### src/rtl/acc_pkg.sv
// Shared definitions for the accumulator sequencing controller.
//   acc_state_e : controller FSM states (IDLE -> GRANT -> ADD)
//   ACC_WIDTH   : default operand/accumulator width
//   ACC_CNT_W   : default operation-counter width
//   SAT_MAX/MIN : signed clamp limits for the default width, used when
//                 the ACC_SATURATE_EN build option is defined
package acc_pkg;

    typedef enum logic [1:0] {
        IDLE  = 2'd0,
        GRANT = 2'd1,
        ADD   = 2'd2
    } acc_state_e;

    localparam int unsigned ACC_WIDTH = 8;
    localparam int unsigned ACC_CNT_W = 8;

    localparam logic [ACC_WIDTH-1:0] SAT_MAX = {1'b0, {(ACC_WIDTH-1){1'b1}}};
    localparam logic [ACC_WIDTH-1:0] SAT_MIN = {1'b1, {(ACC_WIDTH-1){1'b0}}};

endpackage

### src/rtl/acc_seq_ctrl_if.sv
// Requester-side handshake bundle for acc_seq_ctrl.
//   req_valid [1:0]  : requester i has an operand pending
//   req_data0/1      : operands from requester 0 / 1
//   req_ready [1:0]  : one-hot accept, transfer when valid[i] & ready[i]
// Modports: master = requesters, slave = controller.
interface acc_seq_ctrl_if #(
    parameter int unsigned WIDTH = 8
);
    logic [1:0]       req_valid;
    logic [WIDTH-1:0] req_data0;
    logic [WIDTH-1:0] req_data1;
    logic [1:0]       req_ready;

    modport master (
        output req_valid,
        output req_data0,
        output req_data1,
        input  req_ready
    );

    modport slave (
        input  req_valid,
        input  req_data0,
        input  req_data1,
        output req_ready
    );
endinterface

### src/rtl/acc_rr_arbiter.sv
// Two-way round-robin arbiter, purely combinational.
//   req_valid [1:0] : pending requests
//   ptr             : last requester served (loses a tie)
//   upd_en/upd_id   : pointer update request from the parent
//   gnt_any         : at least one request pending
//   gnt_id          : chosen requester
//   ptr_nxt         : next pointer value; the register lives in the parent
module acc_rr_arbiter (
    input  logic [1:0] req_valid,
    input  logic       ptr,
    input  logic       upd_en,
    input  logic       upd_id,
    output logic       gnt_any,
    output logic       gnt_id,
    output logic       ptr_nxt
);

    always_comb begin
        gnt_any = |req_valid;
        gnt_id  = 1'b0;
        unique case (req_valid)
            2'b01:   gnt_id = 1'b0;
            2'b10:   gnt_id = 1'b1;
            2'b11:   gnt_id = ~ptr;   // strict alternation on contention
            default: gnt_id = 1'b0;
        endcase
    end

    always_comb begin
        ptr_nxt = upd_en ? upd_id : ptr;
    end

endmodule

### src/rtl/acc_seq_ctrl.sv
// Sequencing/arbitration controller for a shared accumulator.
// Two requesters offer operands over valid/ready; a round-robin arbiter
// picks one, the FSM captures it in GRANT and adds it into the sum in ADD.
//   Clock, Resetn      : clock, synchronous active-low reset
//   req (slave)        : requester handshake bundle
//   clr                : synchronous clear of sum, flags and counter
//   sum, carry         : accumulator value and carry-out of the last add
//   overflow           : sticky signed overflow
//   busy               : FSM not in IDLE
//   grant_id           : current / last granted requester
//   op_count           : completed adds, wrapping
// Build option: ACC_SATURATE_EN clamps the sum on signed overflow.
module acc_seq_ctrl
    import acc_pkg::*;
#(
    parameter int unsigned WIDTH = ACC_WIDTH,
    parameter int unsigned CNT_W = ACC_CNT_W
) (
    input  logic               Clock,
    input  logic               Resetn,
    acc_seq_ctrl_if.slave      req,
    input  logic               clr,
    output logic [WIDTH-1:0]   sum,
    output logic               carry,
    output logic               overflow,
    output logic               busy,
    output logic               grant_id,
    output logic [CNT_W-1:0]   op_count
);

    localparam int unsigned MSB = WIDTH - 1;
`ifdef ACC_SATURATE_EN
    localparam logic [WIDTH-1:0] SAT_HI = {1'b0, {(WIDTH-1){1'b1}}};
    localparam logic [WIDTH-1:0] SAT_LO = {1'b1, {(WIDTH-1){1'b0}}};
`endif

    acc_state_e       state_q, state_d;
    logic [WIDTH-1:0] sum_q, sum_d;
    logic             carry_q, carry_d;
    logic             ovf_q, ovf_d;
    logic [CNT_W-1:0] cnt_q, cnt_d;
    logic             gid_q, gid_d;
    logic             ptr_q, ptr_d;
    logic [WIDTH-1:0] a_q, a_d;
    logic             busy_q, busy_d;

    logic             arb_any;
    logic             arb_gnt;
    logic             grant_valid;
    logic             accept;
    logic [WIDTH:0]   add_res;
    logic             ovf_now;
    logic [WIDTH-1:0] sum_add;

    assign grant_valid = req.req_valid[gid_q];
    // The handshake only completes in GRANT, and never while clr is high.
    assign accept      = (state_q == GRANT) && grant_valid && !clr;

    acc_rr_arbiter u_arb (
        .req_valid (req.req_valid),
        .ptr       (ptr_q),
        .upd_en    (accept),
        .upd_id    (gid_q),
        .gnt_any   (arb_any),
        .gnt_id    (arb_gnt),
        .ptr_nxt   (ptr_d)
    );

    always_comb begin
        req.req_ready = '0;
        if (accept) begin
            req.req_ready = gid_q ? 2'b10 : 2'b01;
        end
    end

    always_comb begin
        add_res = {1'b0, sum_q} + {1'b0, a_q};
        // Operands of equal sign producing a result of the other sign.
        ovf_now = (sum_q[MSB] == a_q[MSB]) && (add_res[MSB] != sum_q[MSB]);
`ifdef ACC_SATURATE_EN
        if (ovf_now) begin
            sum_add = a_q[MSB] ? SAT_LO : SAT_HI;
        end else begin
            sum_add = add_res[WIDTH-1:0];
        end
`else
        sum_add = add_res[WIDTH-1:0];
`endif
    end

    always_comb begin
        state_d = state_q;
        sum_d   = sum_q;
        carry_d = carry_q;
        ovf_d   = ovf_q;
        cnt_d   = cnt_q;
        gid_d   = gid_q;
        a_d     = a_q;

        if (clr) begin
            state_d = IDLE;
            sum_d   = '0;
            carry_d = 1'b0;
            ovf_d   = 1'b0;
            cnt_d   = '0;
        end else begin
            unique case (state_q)
                IDLE: begin
                    if (arb_any) begin
                        gid_d   = arb_gnt;
                        state_d = GRANT;
                    end
                end
                GRANT: begin
                    if (grant_valid) begin
                        a_d     = gid_q ? req.req_data1 : req.req_data0;
                        state_d = ADD;
                    end else begin
                        state_d = IDLE;
                    end
                end
                ADD: begin
                    sum_d   = sum_add;
                    carry_d = add_res[WIDTH];
                    ovf_d   = ovf_q | ovf_now;
                    cnt_d   = cnt_q + CNT_W'(1);
                    state_d = IDLE;
                end
                default: state_d = IDLE;
            endcase
        end

        busy_d = (state_d != IDLE);
    end

    always_ff @(posedge Clock) begin
        if (!Resetn) begin
            state_q <= IDLE;
            sum_q   <= '0;
            carry_q <= 1'b0;
            ovf_q   <= 1'b0;
            cnt_q   <= '0;
            gid_q   <= 1'b0;
            ptr_q   <= 1'b1;   // requester 0 wins the first tie
            a_q     <= '0;
            busy_q  <= 1'b0;
        end else begin
            state_q <= state_d;
            sum_q   <= sum_d;
            carry_q <= carry_d;
            ovf_q   <= ovf_d;
            cnt_q   <= cnt_d;
            gid_q   <= gid_d;
            ptr_q   <= ptr_d;
            a_q     <= a_d;
            busy_q  <= busy_d;
        end
    end

    assign sum      = sum_q;
    assign carry    = carry_q;
    assign overflow = ovf_q;
    assign busy     = busy_q;
    assign grant_id = gid_q;
    assign op_count = cnt_q;

endmodule
### src/flat_wrapper.sv
// flat-port wrapper written by rule: the top's interface ports become plain ports
module acc_seq_ctrl_flat import acc_pkg::*;
#(
    parameter int unsigned WIDTH = ACC_WIDTH,
    parameter int unsigned CNT_W = ACC_CNT_W
)
  (Clock, Resetn, clr, sum, carry, overflow, busy, grant_id, op_count, req_req_valid, req_req_data0, req_req_data1, req_req_ready);
  acc_seq_ctrl_if #(.WIDTH(WIDTH)) req_i ();
  input  logic Clock;
  input  logic Resetn;
  input  logic clr;
  output logic [WIDTH-1:0] sum;
  output logic carry;
  output logic overflow;
  output logic busy;
  output logic grant_id;
  output logic [CNT_W-1:0] op_count;
  input wire logic [$bits(req_i.req_valid)-1:0] req_req_valid;
  input wire logic [$bits(req_i.req_data0)-1:0] req_req_data0;
  input wire logic [$bits(req_i.req_data1)-1:0] req_req_data1;
  output wire logic [$bits(req_i.req_ready)-1:0] req_req_ready;
  assign req_i.req_valid = req_req_valid;
  assign req_i.req_data0 = req_req_data0;
  assign req_i.req_data1 = req_req_data1;
  assign req_req_ready = req_i.req_ready;
  acc_seq_ctrl #(.WIDTH(WIDTH), .CNT_W(CNT_W)) u_core (.Clock(Clock), .Resetn(Resetn), .req(req_i), .clr(clr), .sum(sum), .carry(carry), .overflow(overflow), .busy(busy), .grant_id(grant_id), .op_count(op_count));
endmodule
### config.mk
export PLATFORM = sky130hd
export DESIGN_NAME = acc_seq_ctrl_flat
export DESIGN_NICKNAME = d
export VERILOG_FILES = /design/src/rtl/acc_pkg.sv /design/src/rtl/acc_seq_ctrl_if.sv /design/src/rtl/acc_rr_arbiter.sv /design/src/rtl/acc_seq_ctrl.sv /design/src/flat_wrapper.sv
export SDC_FILE = /design/constraint.sdc
export NUM_CORES = 1
export LEC_CHECK = 0
export ABC_CLOCK_PERIOD_IN_PS = 4600
export CORE_UTILIZATION = 29
export CTS_CLUSTER_SIZE = 20
export DETAILED_ROUTE_END_ITERATION = 8
export GPL_ROUTABILITY_DRIVEN = 1
export PLACE_DENSITY_LB_ADDON = 0.12
export SKIP_LAST_GASP = 1
export SYNTH_ARGS = -nofsm -noshare
export SYNTH_HDL_FRONTEND = slang
export SYNTH_SLANG_ARGS = --single-unit
### constraint.sdc
create_clock -name Clock -period 4.6 [get_ports Clock]
set_input_delay 0.92 -clock Clock [delete_from_list [all_inputs] [get_ports Clock]]
set_output_delay 0.92 -clock Clock [all_outputs]
set_load 0.02 [all_outputs]
==> Implementation_results.wiki, run 1 <==
{| class="wikitable"
! Metric !! Value
|-
| Run status || completed
|-
| Highest clock rate || 276 MHz
|-
| Top library cells by usage in the layout, fill and taps aside || sky130_fd_sc_hd__clkdlybuf4s50_1, sky130_fd_sc_hd__dfxtp_1, sky130_fd_sc_hd__nand2_1, sky130_fd_sc_hd__mux2i_1
|-
| Cells on worst reg2reg path || 5
|-
| Area added between synthesis and finish || 33.4%
|-
| Combinational share of power || 9.0%
|-
| Biggest area consumer among synthesized cells || sky130_fd_sc_hd__dfxtp_1
|-
| Total of hold buffers inserted after clock tree synthesis || 0
|-
| Setup total negative slack || 0 ps
|-
| Global Route Usage Sum || 13.0%
|-
| Top FF cell, synth || sky130_fd_sc_hd__dfxtp_1
|-
| Worst Path Max Fanout || 4
|-
| Final period util || 78.9%
|-
| Clock tree root buffer cell || sky130_fd_sc_hd__clkbuf_8
|-
| Placeable core area || 5510 um^2
|-
| CP most frequent cell || sky130_fd_sc_hd__clkdlybuf4s50_1
|-
| Slowest cell on the critical path || sky130_fd_sc_hd__clkdlybuf4s50_1
|-
| RSZ-0062 raised after global routing || false
|-
| Count of flip-flops with a built-in enable after synthesis || 0
|-
| Filler Cells Inserted || 584
|-
| Antenna violations before repair || 0
|-
| Reg-to-Reg Start || u_core.grant_id
|-
| Maximum number of pins on one net before global-route repair || 20
|-
| Total power divided by cell area || 242 nW/um^2
|-
| Setup crit start kind || input pin
|-
| Clock tree from TritonCTS || yes
|-
| Synthesized net count || 216
|-
| Top-level port count || 43
|-
| Router iterations before antenna repair || 4
|-
| Die boundary height || 77.5 um
|-
| H-tree levels || 2
|-
| Number of maximum-capacitance violations || 0
|-
| Worst hold path class || flop to flop
|-
| Detailed-route DRC error count || 0
|-
| Clock power share || 38.9%
|-
| Flip-flop and latch count after synthesis || 31
|-
| Post-synth design cell area || 1650 um^2
|-
| Worst Hold Depth || 2
|-
| Max Slew Vio Count || 0
|-
| First-pass GRT wire length || 6.07 mm
|-
| GR Overflow Total || 0
|-
| Weighted congestion at the end of routability-driven global placement || 0.753
|-
| Width of the chip || 77.5 um
|-
| Number of vias in the routed layout || 1468
|-
| Net switching power || 0.126 mW
|-
| Routed wirelength normalized by instance count || 12.6 um
|-
| Detailed router's first-iteration violation count || 31
|-
| Vias in the first global route || 1307
|-
| Average size of a mapped cell || 8.94 um^2
|-
| Number of port buffers || 42
|-
| Seq/Total Area, Yosys || 37.5%
|-
| Hold wc startpoint || u_core.ptr_q
|-
| Deepest clock path buffer count || 2
|-
| Crit end category || output pin
|-
| Worst hold endpoint || u_core.ptr_q
|-
| Number of antenna-violating nets in the routed design || 0
|-
| Minimum clock period || 3630 ps
|-
| Count of cell types in the netlist || 38
|-
| Share of flip-flops with an asynchronous set or reset after synthesis || 0%
|-
| Dpl cells || 289
|-
| Number of inserted diodes || 0
|-
| Worst path max stage delay || 610 ps
|-
| Share of total power consumed by net switching || 23.7%
|-
| Routed Wire Length || 3.75 mm
|-
| Warning count from the yosys run || 0
|-
| Slew at the pin closest to its max-slew limit || 911 ps
|-
| Number of hold-slack violations in the final timing report || 0
|-
| Data arrival at the endpoint of the critical path || 2710 ps
|-
| Design internal power || 0.407 mW
|-
| Worst slew margin relative to its limit || 39.2%
|-
| Most common cell after layout, fill and taps aside || sky130_fd_sc_hd__clkdlybuf4s50_1
|-
| Via-per-instance ratio || 4.94
|-
| HPWL after DPL || 2.71 mm
|-
| Initial core utilization || 30.0%
|-
| WP data required || 3680 ps
|-
| Number of buffers inserted by post-CTS setup repair || 0
|-
| Num CTS Buffers || 5
|-
| Final Skew || 4.75 ps
|-
| Area contributors post-synth || sky130_fd_sc_hd__dfxtp_1, sky130_fd_sc_hd__mux2i_1, sky130_fd_sc_hd__ha_1
|-
| Layout net count || 255
|-
| Crit path max-delay family || buffers and inverters
|-
| WS Path Type || input pin to output pin
|-
| Setup slack of the most critical reg-to-reg path || 2590 ps
|-
| Number of buffer and inverter instances along the worst setup path || 2
|-
| Top cell type's share of synthesized area || 37.5%
|-
| Clk Latency, worst-skew pair || 280 ps
|-
| Setup violations, final || 0
|-
| Cell Chain, Critical Path || clkdlybuf4s50_1 > mux2i_1 > nor4b_2 > nor2b_1 > clkdlybuf4s50_1
|-
| Cells resized by post-CTS repair || 0
|-
| Clock-pin transition on the worst setup and hold timing paths || 60 ps
|-
| Post-synthesis cell count || 185
|-
| FP Rows || 27
|-
| Worst reg2reg endpoint || u_core.ptr_q
|-
| Overall die area || 6010 um^2
|-
| Post-route non-filler standard cell count || 297
|-
| Worst VDD drop || 0.142 mV
|-
| Clock Sinks || 31
|-
| Static Leakage || 0.866 nW
|-
| Share of post-route cells with drive strength above 1 || 4.44%
|-
| Sequential cell fraction of total power || 52.1%
|}
[state kept, by name, indices dropped and copies added (netlist names)]
register and cells:
u_core.a_q 8, u_core.busy 1, u_core.carry 1, u_core.grant_id 1, u_core.op_count 8, u_core.overflow 1
u_core.ptr_q 1, u_core.state_q 2, u_core.sum 8
[metrics by stage]
stage	cell area, um^2	util (%)	total power [mW]	hold WS [ps]	worst slack [ps]
floorplan	1650	-	0.307	441	1820
global placement	2120	38.6	0.333	474	989
detailed placement	2120	38.6	0.333	465	988
CTS	2210	40.1	0.540	485	974
global route	2210	40.1	0.556	522	887
finish	2210	40.1	0.533	481	971
[final cells by class]
cell class	count	area (um^2)	share of cell area, %
Clock buffer	7	76.3	3.46
Clock inverter	1	5.00	0.227
Inverter	4	15.0	0.681
Multi-Input combinational cell	138	963	43.7
Sequential cell	31	621	28.1
Tap cell	72	90.1	4.08
Timing Repair Buffer	44	435	19.7
[worst reg2reg max path: stages, from the launching register on]
cell and delay, ps:
sky130_fd_sc_hd__dfxtp_1 760, sky130_fd_sc_hd__mux2i_1 180, sky130_fd_sc_hd__nor4b_2 380, sky130_fd_sc_hd__buf_4 300
sky130_fd_sc_hd__mux2i_1 200, sky130_fd_sc_hd__nand2_1 60
[cell usage after synthesis, types with 4 or more instances]
library cell	count
sky130_fd_sc_hd__a21oi_1	9
sky130_fd_sc_hd__buf_2	8
sky130_fd_sc_hd__clkbuf_1	4
sky130_fd_sc_hd__dfxtp_1	31
sky130_fd_sc_hd__ha_1	9
sky130_fd_sc_hd__inv_1	4
sky130_fd_sc_hd__mux2i_1	12
sky130_fd_sc_hd__nand2_1	23
sky130_fd_sc_hd__nand3_1	9
sky130_fd_sc_hd__nand4_1	4
sky130_fd_sc_hd__nor2_1	8
sky130_fd_sc_hd__nor2b_1	4
sky130_fd_sc_hd__nor3_1	6
sky130_fd_sc_hd__o211a_1	8
sky130_fd_sc_hd__o211ai_1	5
sky130_fd_sc_hd__xnor2_1	4
[how the worst max path moves through the flow]
stage / start / endpoint / slack (ps) / cells after the start
floorplan: req_req_valid[1] / req_req_ready[0] / 1820 / 4
global placement: req_req_valid[0] / req_req_ready[0] / 990 / 5
detailed placement: req_req_valid[0] / req_req_ready[0] / 990 / 5
CTS: req_req_valid[0] / req_req_ready[0] / 970 / 5
global route: req_req_valid[0] / req_req_ready[0] / 890 / 5
finish: req_req_valid[0] / req_req_ready[0] / 970 / 5
[power by group through the flow]
stage / Clock (mW) / Combinational, mW / Sequential, mW
3_5_place_dp: 0 / 0.0489 / 0.284
6_report: 0.207 / 0.0481 / 0.278
3_3_place_gp: 0 / 0.0490 / 0.284
2_1_floorplan: 0 / 0.0249 / 0.282
5_1_grt: 0.225 / 0.0528 / 0.278
4_1_cts: 0.213 / 0.0490 / 0.278
[layer usage]
layer | part of all wire, % | GRT usage [%]
met1 | 50 | 17.3
met2 | 45 | 19.5
met3 | 3.9 | 3.76
met4 | 1.3 | 5.28
met5 | 0 | 0
[cell families after synthesis]
kind of cell | Yosys count | share of synthesized area, %
AO/OA/AOI/OAI | 40 | 17.8
XOR/XNOR | 7 | 3.71
adder cells (fa/ha/maj) | 10 | 8.02
buffers and inverters | 16 | 4.24
flip-flops | 31 | 37.5
multiplexers | 13 | 7.94
AND/OR/NAND/NOR | 68 | 20.8
No activity file was read; power rests on OpenSTA's default activity.
==> run 2: changes to the inputs <==
--- a/config.mk
+++ b/config.mk
@@ -5,7 +5,7 @@
 export SDC_FILE = /design/constraint.sdc
 export NUM_CORES = 1
 export LEC_CHECK = 0
-export ABC_CLOCK_PERIOD_IN_PS = 4600
+export ABC_CLOCK_PERIOD_IN_PS = 3620
 export CORE_UTILIZATION = 29
 export CTS_CLUSTER_SIZE = 20
 export DETAILED_ROUTE_END_ITERATION = 8
==> constraint.sdc (replaced) <==
create_clock -name Clock -period 3.62 [get_ports Clock]
set_input_delay 0.724 -clock Clock [delete_from_list [all_inputs] [get_ports Clock]]
set_output_delay 0.724 -clock Clock [all_outputs]
set_load 0.02 [all_outputs]
==> run 2 against run 1 <==
- clock power increased by 45%
- global-route usage fell by 0.28 points
- setup slack worse by 550 ps
- count of clock-buffer cells in the layout increased by 1
- clock skew up 2.1 ps
- sequential share of layout area shrank 0.52 points
- largest power group unchanged
- via count shrank 2.7%
- sequential cell count unchanged
- sequential power is 26% higher
- power is 34% higher
- cell area up 1.9%
- critical endpoint unchanged
- non-clock buffer count grew 3
==> Implementation_results.wiki, run 2 (synthesis gave the netlist of run 1 again) <==
{| class="wikitable"
! Metric !! Value
|-
| Worst Path Max Fanout || 4 (unchanged)
|-
| Deepest clock path buffer count || 2 (unchanged)
|-
| Number of maximum-capacitance violations || 0 (unchanged)
|-
| Routed wirelength normalized by instance count || 12.4 um (was 12.6 um)
|-
| Crit end category || output pin (unchanged)
|-
| Clock Sinks || 31 (unchanged)
|-
| Setup total negative slack || 0 ps (unchanged)
|-
| Number of buffers inserted by post-CTS setup repair || 0 (unchanged)
|-
| Worst slew margin relative to its limit || 54.4% (was 39.2%)
|-
| Router iterations before antenna repair || 4 (unchanged)
|-
| Placeable core area || 5510 um^2 (unchanged)
|-
| Number of inserted diodes || 0 (unchanged)
|-
| Clock-pin transition on the worst setup and hold timing paths || 60 ps (about the same)
|-
| Layout net count || 258 (was 255)
|-
| Crit path max-delay family || buffers and inverters (unchanged)
|-
| Run status || completed (unchanged)
|-
| Weighted congestion at the end of routability-driven global placement || 0.760 (was 0.753)
|-
| Routed Wire Length || 3.72 mm (was 3.75 mm)
|-
| Reg-to-Reg Start || u_core.sum[0] (was u_core.grant_id)
|-
| Static Leakage || 0.890 nW (was 0.866 nW)
|-
| Number of antenna-violating nets in the routed design || 0 (unchanged)
|-
| Overall die area || 6010 um^2 (unchanged)
|-
| Worst hold path class || flop to flop (unchanged)
|-
| First-pass GRT wire length || 6.00 mm (was 6.07 mm)
|-
| CP most frequent cell || sky130_fd_sc_hd__clkdlybuf4s50_1 (unchanged)
|-
| Total of hold buffers inserted after clock tree synthesis || 0 (unchanged)
|-
| Post-route total power || 0.717 mW (was 0.533 mW)
|-
| Global Route Usage Sum || 12.7% (was 13.0%)
|-
| FP Rows || 27 (unchanged)
|-
| Clk Latency, worst-skew pair || 280 ps (about the same)
|-
| WP data required || 2900 ps (was 3680 ps)
|-
| Setup violations, final || 0 (unchanged)
|-
| Worst hold margin || 479 ps (was 481 ps)
|-
| Detailed router's first-iteration violation count || 47 (was 31)
|-
| Num CTS Buffers || 5 (unchanged)
|-
| Number of hold-slack violations in the final timing report || 0 (unchanged)
|-
| Filler Cells Inserted || 559 (was 584)
|-
| Number of vias in the routed layout || 1428 (was 1468)
|-
| Worst setup path start || req_req_valid[0] (unchanged)
|-
| WS Path Type || input pin to output pin (unchanged)
|-
| Vias in the first global route || 1295 (was 1307)
|-
| Top library cells by usage in the layout, fill and taps aside || sky130_fd_sc_hd__clkdlybuf4s50_1, sky130_fd_sc_hd__dfxtp_1, sky130_fd_sc_hd__nand2_1, sky130_fd_sc_hd__mux2i_1 (unchanged)
|-
| Cells resized by post-CTS repair || 0 (unchanged)
|-
| Initial core utilization || 30.0% (unchanged)
|-
| Via-per-instance ratio || 4.76 (was 4.94)
|-
| Max Slew Vio Count || 0 (unchanged)
|-
| Width of the chip || 77.5 um (unchanged)
|-
| Die boundary height || 77.5 um (unchanged)
|-
| Highest clock rate || 313 MHz
|-
| Area added between synthesis and finish || 35.9% (was 33.4%)
|-
| Minimum clock period || 3200 ps
|-
| Slew at the pin closest to its max-slew limit || 685 ps (was 911 ps)
|-
| Setup slack of the most critical reg-to-reg path || 1800 ps (was 2590 ps)
|-
| Clock tree from TritonCTS || yes (unchanged)
|-
| Share of post-route cells with drive strength above 1 || 6.14% (was 4.44%)
|-
| Number of port buffers || 42 (unchanged)
|-
| RSZ-0062 raised after global routing || false (unchanged)
|-
| Total power divided by cell area || 319 nW/um^2 (was 242 nW/um^2)
|-
| Number of buffer and inverter instances along the worst setup path || 2 (unchanged)
|-
| Most common cell after layout, fill and taps aside || sky130_fd_sc_hd__clkdlybuf4s50_1 (unchanged)
|-
| Final design utilization || 40.8% (was 40.1%)
|-
| HPWL after DPL || 2.67 mm (was 2.71 mm)
|-
| Clock tree root buffer cell || sky130_fd_sc_hd__clkbuf_8 (unchanged)
|-
| Data arrival at the endpoint of the critical path || 2470 ps (was 2710 ps)
|-
| Cell Chain, Critical Path || clkdlybuf4s50_1 > mux2i_1 > nor4b_2 > nor2b_1 > clkdlybuf4s50_1 (unchanged)
|-
| Setup crit start kind || input pin (unchanged)
|-
| Final Skew || 6.88 ps (was 4.75 ps)
|-
| Hold wc startpoint || u_core.ptr_q (unchanged)
|-
| GR Overflow Total || 0 (unchanged)
|-
| Detailed-route DRC error count || 0 (unchanged)
|-
| Slowest cell on the critical path || sky130_fd_sc_hd__clkdlybuf4s50_1 (unchanged)
|-
| H-tree levels || 2 (unchanged)
|-
| Antenna violations before repair || 0 (unchanged)
|-
| Final period util || 88.3%
|-
| Worst VDD drop || 0.204 mV (was 0.142 mV)
|-
| Top-level port count || 43 (unchanged)
|-
| Maximum number of pins on one net before global-route repair || 20 (unchanged)
|-
| Worst path max stage delay || 600 ps (was 610 ps)
|}
## run 2: path summary, 6_finish.rpt
check                                        end  cells past startpoint
worst min register to register      u_core.ptr_q                      2
worst max register to register      u_core.carry                      6
worst max-delay path            req_req_ready[0]                      5
worst min-delay path                u_core.ptr_q                      2
## run 2: final cells by class
type | instances | area (um^2) | area share [%]
repair buffers | 47 | 458 | 20.4
multi-input cells | 138 | 963 | 42.9
well taps | 72 | 90.1 | 4.01
flip-flops and latches | 31 | 621 | 27.6
clock buffers | 8 | 100 | 4.45
inverters | 4 | 15.0 | 0.668
## run 2: per-stage QoR
step	instances	worst slack (ps)	area [um^2]
after floorplan	185	1230	1650
after global placement	292	428	2150
after detailed placement	292	427	2150
after CTS	300	412	2250
after global routing	300	351	2250
final	300	424	2250
## run 2: layer usage
layer  wire length (um)  part of all wire (%)  GRT usage (%)
met5                  0                     0              0
met4                 72                   1.9           6.23
met3                147                   4.0           2.94
met2               1630                    44           18.2
met1               1860                    50           17.6
## run 2: worst register-to-register path: cells and delay by family, from the launching register on
kind / cells / cell delay, ps
adders and majority gates: 2 / 670
AOI/OAI and AO/OA: 4 / 710
DFF: 1 / 320
## run 2: power by group
part / switching, mW / internal (mW)
logic: 0.0287 / 0.0377
registers: 0.00337 / 0.346
clock network: 0.127 / 0.173
total: 0.159 / 0.557
==> run 3: changes to the inputs <==
--- a/config.mk
+++ b/config.mk
@@ -6,11 +6,12 @@
 export NUM_CORES = 1
 export LEC_CHECK = 0
 export ABC_CLOCK_PERIOD_IN_PS = 3620
-export CORE_UTILIZATION = 29
+export CORE_UTILIZATION = 30
 export CTS_CLUSTER_SIZE = 20
 export DETAILED_ROUTE_END_ITERATION = 8
-export GPL_ROUTABILITY_DRIVEN = 1
+export GPL_ROUTABILITY_DRIVEN = 0
 export PLACE_DENSITY_LB_ADDON = 0.12
+export RECOVER_POWER = 100
 export SKIP_LAST_GASP = 1
 export SYNTH_ARGS = -nofsm -noshare
 export SYNTH_HDL_FRONTEND = slang
==> run 3 against run 2 <==
- clock power is 10% lower
- sequential cell count stayed put
- critical endpoint unchanged
- global-route usage is 0.73 points higher
- utilization is 1.9 points higher
- register-to-register slack worse by 220 ps
- cell area is 1.2% lower
- first-iteration DRC count is 79% higher
- clock skew is 0.93 ps lower
- critical path depth is 1 lower
- largest cell class unchanged
- die area is 3.2% lower
- final cell count is 1.0% lower
==> Implementation_results.wiki, run 3 (synthesis gave the netlist of run 1 again) <==
{| class="wikitable"
! Metric !! Value
|-
| Run status || completed (unchanged)
|-
| Routed wirelength normalized by instance count || 12.5 um (was 12.4 um)
|-
| Met2 Routed Length || 1.68 mm (was 1.63 mm)
|-
| Clock power share || 39.4% (was 41.9%)
|-
| Maximum number of pins on one net before global-route repair || 20 (unchanged)
|-
| Global Route Usage Sum || 13.4% (was 12.7%)
|-
| Number of hold-slack violations in the final timing report || 0 (unchanged)
|-
| Worst setup path start || clr (was req_req_valid[0])
|-
| Worst path max stage delay || 670 ps (was 600 ps)
|-
| Crit end category || output pin (unchanged)
|-
| Share of total power consumed by net switching || 22.4% (was 22.2%)
|-
| Deepest clock path buffer count || 2 (unchanged)
|-
| Sequential standard cell area || 621 um^2 (unchanged)
|-
| Area taken by multi-input logic gates || 963 um^2 (unchanged)
|-
| Number of port buffers || 42 (unchanged)
|-
| Combinational share of power || 9.4% (was 9.3%)
|-
| Final Skew || 5.95 ps (was 6.88 ps)
|-
| Design internal power || 0.531 mW (was 0.557 mW)
|-
| Number of maximum-capacitance violations || 0 (unchanged)
|-
| Number of inserted diodes || 0 (unchanged)
|-
| Cells on worst reg2reg path || 6 (unchanged)
|-
| First-pass GRT wire length || 6.20 mm (was 6.00 mm)
|-
| GR Overflow Total || 0 (unchanged)
|-
| Clock tree root buffer cell || sky130_fd_sc_hd__clkbuf_8 (unchanged)
|-
| HPWL after DPL || 2.70 mm (was 2.67 mm)
|-
| Antenna violations before repair || 0 (unchanged)
|-
| Max Slew Vio Count || 0 (unchanged)
|-
| Slew at the pin closest to its max-slew limit || 756 ps (was 685 ps)
|-
| Filler Cells Inserted || 550 (was 559)
|-
| Placeable core area || 5200 um^2 (was 5510 um^2)
|-
| Detailed router's first-iteration violation count || 84 (was 47)
|-
| Worst hold path class || flop to flop (unchanged)
|-
| Overall die area || 5810 um^2 (was 6010 um^2)
|-
| Routed Wire Length || 3.72 mm (about the same)
|-
| Highest metal layer used by the detailed router || met4 (unchanged)
|-
| H-tree levels || 2 (unchanged)
|-
| Met3 Wirelength || 131 um (was 147 um)
|-
| Num CTS Buffers || 5 (unchanged)
|-
| Post-route total power || 0.684 mW (was 0.717 mW)
|-
| Number of vias in the routed layout || 1467 (was 1428)
|-
| Sequential cell fraction of total power || 51.1% (was 48.8%)
|-
| Top-level port count || 43 (unchanged)
|-
| FP Rows || 26 (was 27)
|-
| Static Leakage || 0.952 nW (was 0.890 nW)
|-
| Reg-to-Reg Start || u_core.grant_id (was u_core.sum[0])
|-
| Worst reg2reg endpoint || u_core.ptr_q (was u_core.carry)
|-
| Number of antenna-violating nets in the routed design || 0 (unchanged)
|-
| Data arrival at the endpoint of the critical path || 2560 ps (was 2470 ps)
|-
| Final period util || 90.8% (was 88.3%)
|-
| Width of the chip || 76.3 um (was 77.5 um)
|-
| Die boundary height || 76.3 um (was 77.5 um)
|-
| Cell Chain, Critical Path || dlygate4sd3_1 > nor4b_2 > nor2b_1 > dlygate4sd3_1 (was clkdlybuf4s50_1 > mux2i_1 > nor4b_2 > nor2b_1 > clkdlybuf4s50_1)
|-
| Area added between synthesis and finish || 34.3% (was 35.9%)
|-
| Minimum clock period || 3290 ps (was 3200 ps)
|-
| Setup slack of the most critical reg-to-reg path || 1580 ps (was 1800 ps)
|-
| Slowest cell on the critical path || sky130_fd_sc_hd__dlygate4sd3_1 (was sky130_fd_sc_hd__clkdlybuf4s50_1)
|-
| Worst hold endpoint || u_core.sum[0] (was u_core.ptr_q)
|-
| Total of hold buffers inserted after clock tree synthesis || 0 (unchanged)
|-
| Clock-pin transition on the worst setup and hold timing paths || 70 ps (was 60 ps)
|-
| Crit path max-delay family || buffers and inverters (unchanged)
|-
| Layout net count || 258 (unchanged)
|-
| Share of post-route cells with drive strength above 1 || 4.85% (was 6.14%)
|-
| Most common cell after layout, fill and taps aside || sky130_fd_sc_hd__dfxtp_1 (was sky130_fd_sc_hd__clkdlybuf4s50_1)
|-
| Via-per-instance ratio || 4.94 (was 4.76)
|-
| Worst Hold Depth || 2 (unchanged)
|-
| CP most frequent cell || sky130_fd_sc_hd__dlygate4sd3_1 (was sky130_fd_sc_hd__clkdlybuf4s50_1)
|-
| Router iterations before antenna repair || 4 (unchanged)
|-
| Clock tree from TritonCTS || yes (unchanged)
|-
| Number of buffers inserted by post-CTS setup repair || 0 (unchanged)
|-
| Initial core utilization || 31.8% (was 30.0%)
|-
| Logic depth of the worst path, buffers included || 4 (was 5)
|-
| Setup crit start kind || input pin (unchanged)
|-
| Clock Sinks || 31 (unchanged)
|-
| Setup total negative slack || 0 ps (unchanged)
|-
| Number of buffer and inverter instances along the worst setup path || 2 (unchanged)
|-
| WP data required || 2900 ps (about the same)
|-
| Wire length on met1 || 1.87 mm (was 1.86 mm)
|-
| Detailed-route DRC error count || 0 (unchanged)
|-
| WS Path Type || input pin to output pin (unchanged)
|-
| Worst Path Max Fanout || 4 (unchanged)
|-
| Highest clock rate || 304 MHz (was 313 MHz)
|-
| Hold wc startpoint || u_core.sum[0] (was u_core.ptr_q)
|-
| Vias in the first global route || 1318 (was 1295)
|-
| Worst slew margin relative to its limit || 49.6% (was 54.4%)
|-
| Net switching power || 0.153 mW (was 0.159 mW)
|-
| Cells resized by post-CTS repair || 0 (unchanged)
|-
| Setup violations, final || 0 (unchanged)
|-
| Worst VDD drop || 0.170 mV (was 0.204 mV)
|-
| RSZ-0062 raised after global routing || false (unchanged)
|-
| Top library cells by usage in the layout, fill and taps aside || sky130_fd_sc_hd__dfxtp_1, sky130_fd_sc_hd__dlygate4sd3_1, sky130_fd_sc_hd__nand2_1, sky130_fd_sc_hd__clkdlybuf4s50_1, sky130_fd_sc_hd__mux2i_1 (was sky130_fd_sc_hd__clkdlybuf4s50_1, sky130_fd_sc_hd__dfxtp_1, sky130_fd_sc_hd__nand2_1, sky130_fd_sc_hd__mux2i_1)
|-
| Clk Latency, worst-skew pair || 280 ps (about the same)
|-
| Total power divided by cell area || 308 nW/um^2 (was 319 nW/um^2)
|}
run 3: cell count changes in the layout (fill, tap and decap cells not counted), sizes merged:
cell / before / now
buf: 5 / 2
clkbuf: 8 / 9
dlygate4sd3: 0 / 24
clkinv: 0 / 1
clkdlybuf4s50: 42 / 18
run 3: power by group through the flow:
stage                     combinational [mW]  sequential (mW)  clock [mW]
after floorplan                       0.0317            0.359           0
final                                 0.0645            0.350       0.270
after global routing                  0.0712            0.351       0.295
after CTS                             0.0680            0.350       0.278
after detailed placement              0.0675            0.358           0
after global placement                0.0677            0.358           0
run 3: layout make-up:
class | instances | share of cell area, %
Clock buffer | 6 | 3.72
Inverter | 4 | 0.676
Tap cell | 70 | 3.94
Multi-Input combinational cell | 138 | 43.4
Timing Repair Buffer | 47 | 20.1
Clock inverter | 1 | 0.225
Sequential cell | 31 | 27.9
run 3: worst register-to-register path, delay by kind of cell, from the launching register on:
family,cells,cell delay [ps]
buf+inv,2,840
flops,1,310
mux,2,370
simple gates,2,390
run 3: per-layer routing:
layer / vias to the layer above / track usage [%]
met4: 0 / 5.19
met2: 24 / 19.8
li1: 756 / -
met1: 682 / 18.3
met5: - / 0
met3: 5 / 3.83
run 3: stage by stage:
step | cells | utilization [%] | hold WS [ps] | setup slack, ps | cell area, um^2
after floorplan | 185 | - | 441 | 1230 | 1650
after global placement | 290 | 41.2 | 477 | 440 | 2140
after detailed placement | 290 | 41.2 | 474 | 419 | 2140
after CTS | 297 | 42.9 | 486 | 418 | 2230
after global routing | 297 | 42.7 | 508 | 175 | 2220
final | 297 | 42.7 | 480 | 332 | 2220
run 3: how the worst max path moves through the flow:
stage | endpoint
floorplan | req_req_ready[0]
global placement | req_req_ready[0]
detailed placement | req_req_ready[0]
CTS | req_req_ready[0]
global route | req_req_ready[0]
finish | req_req_ready[0]
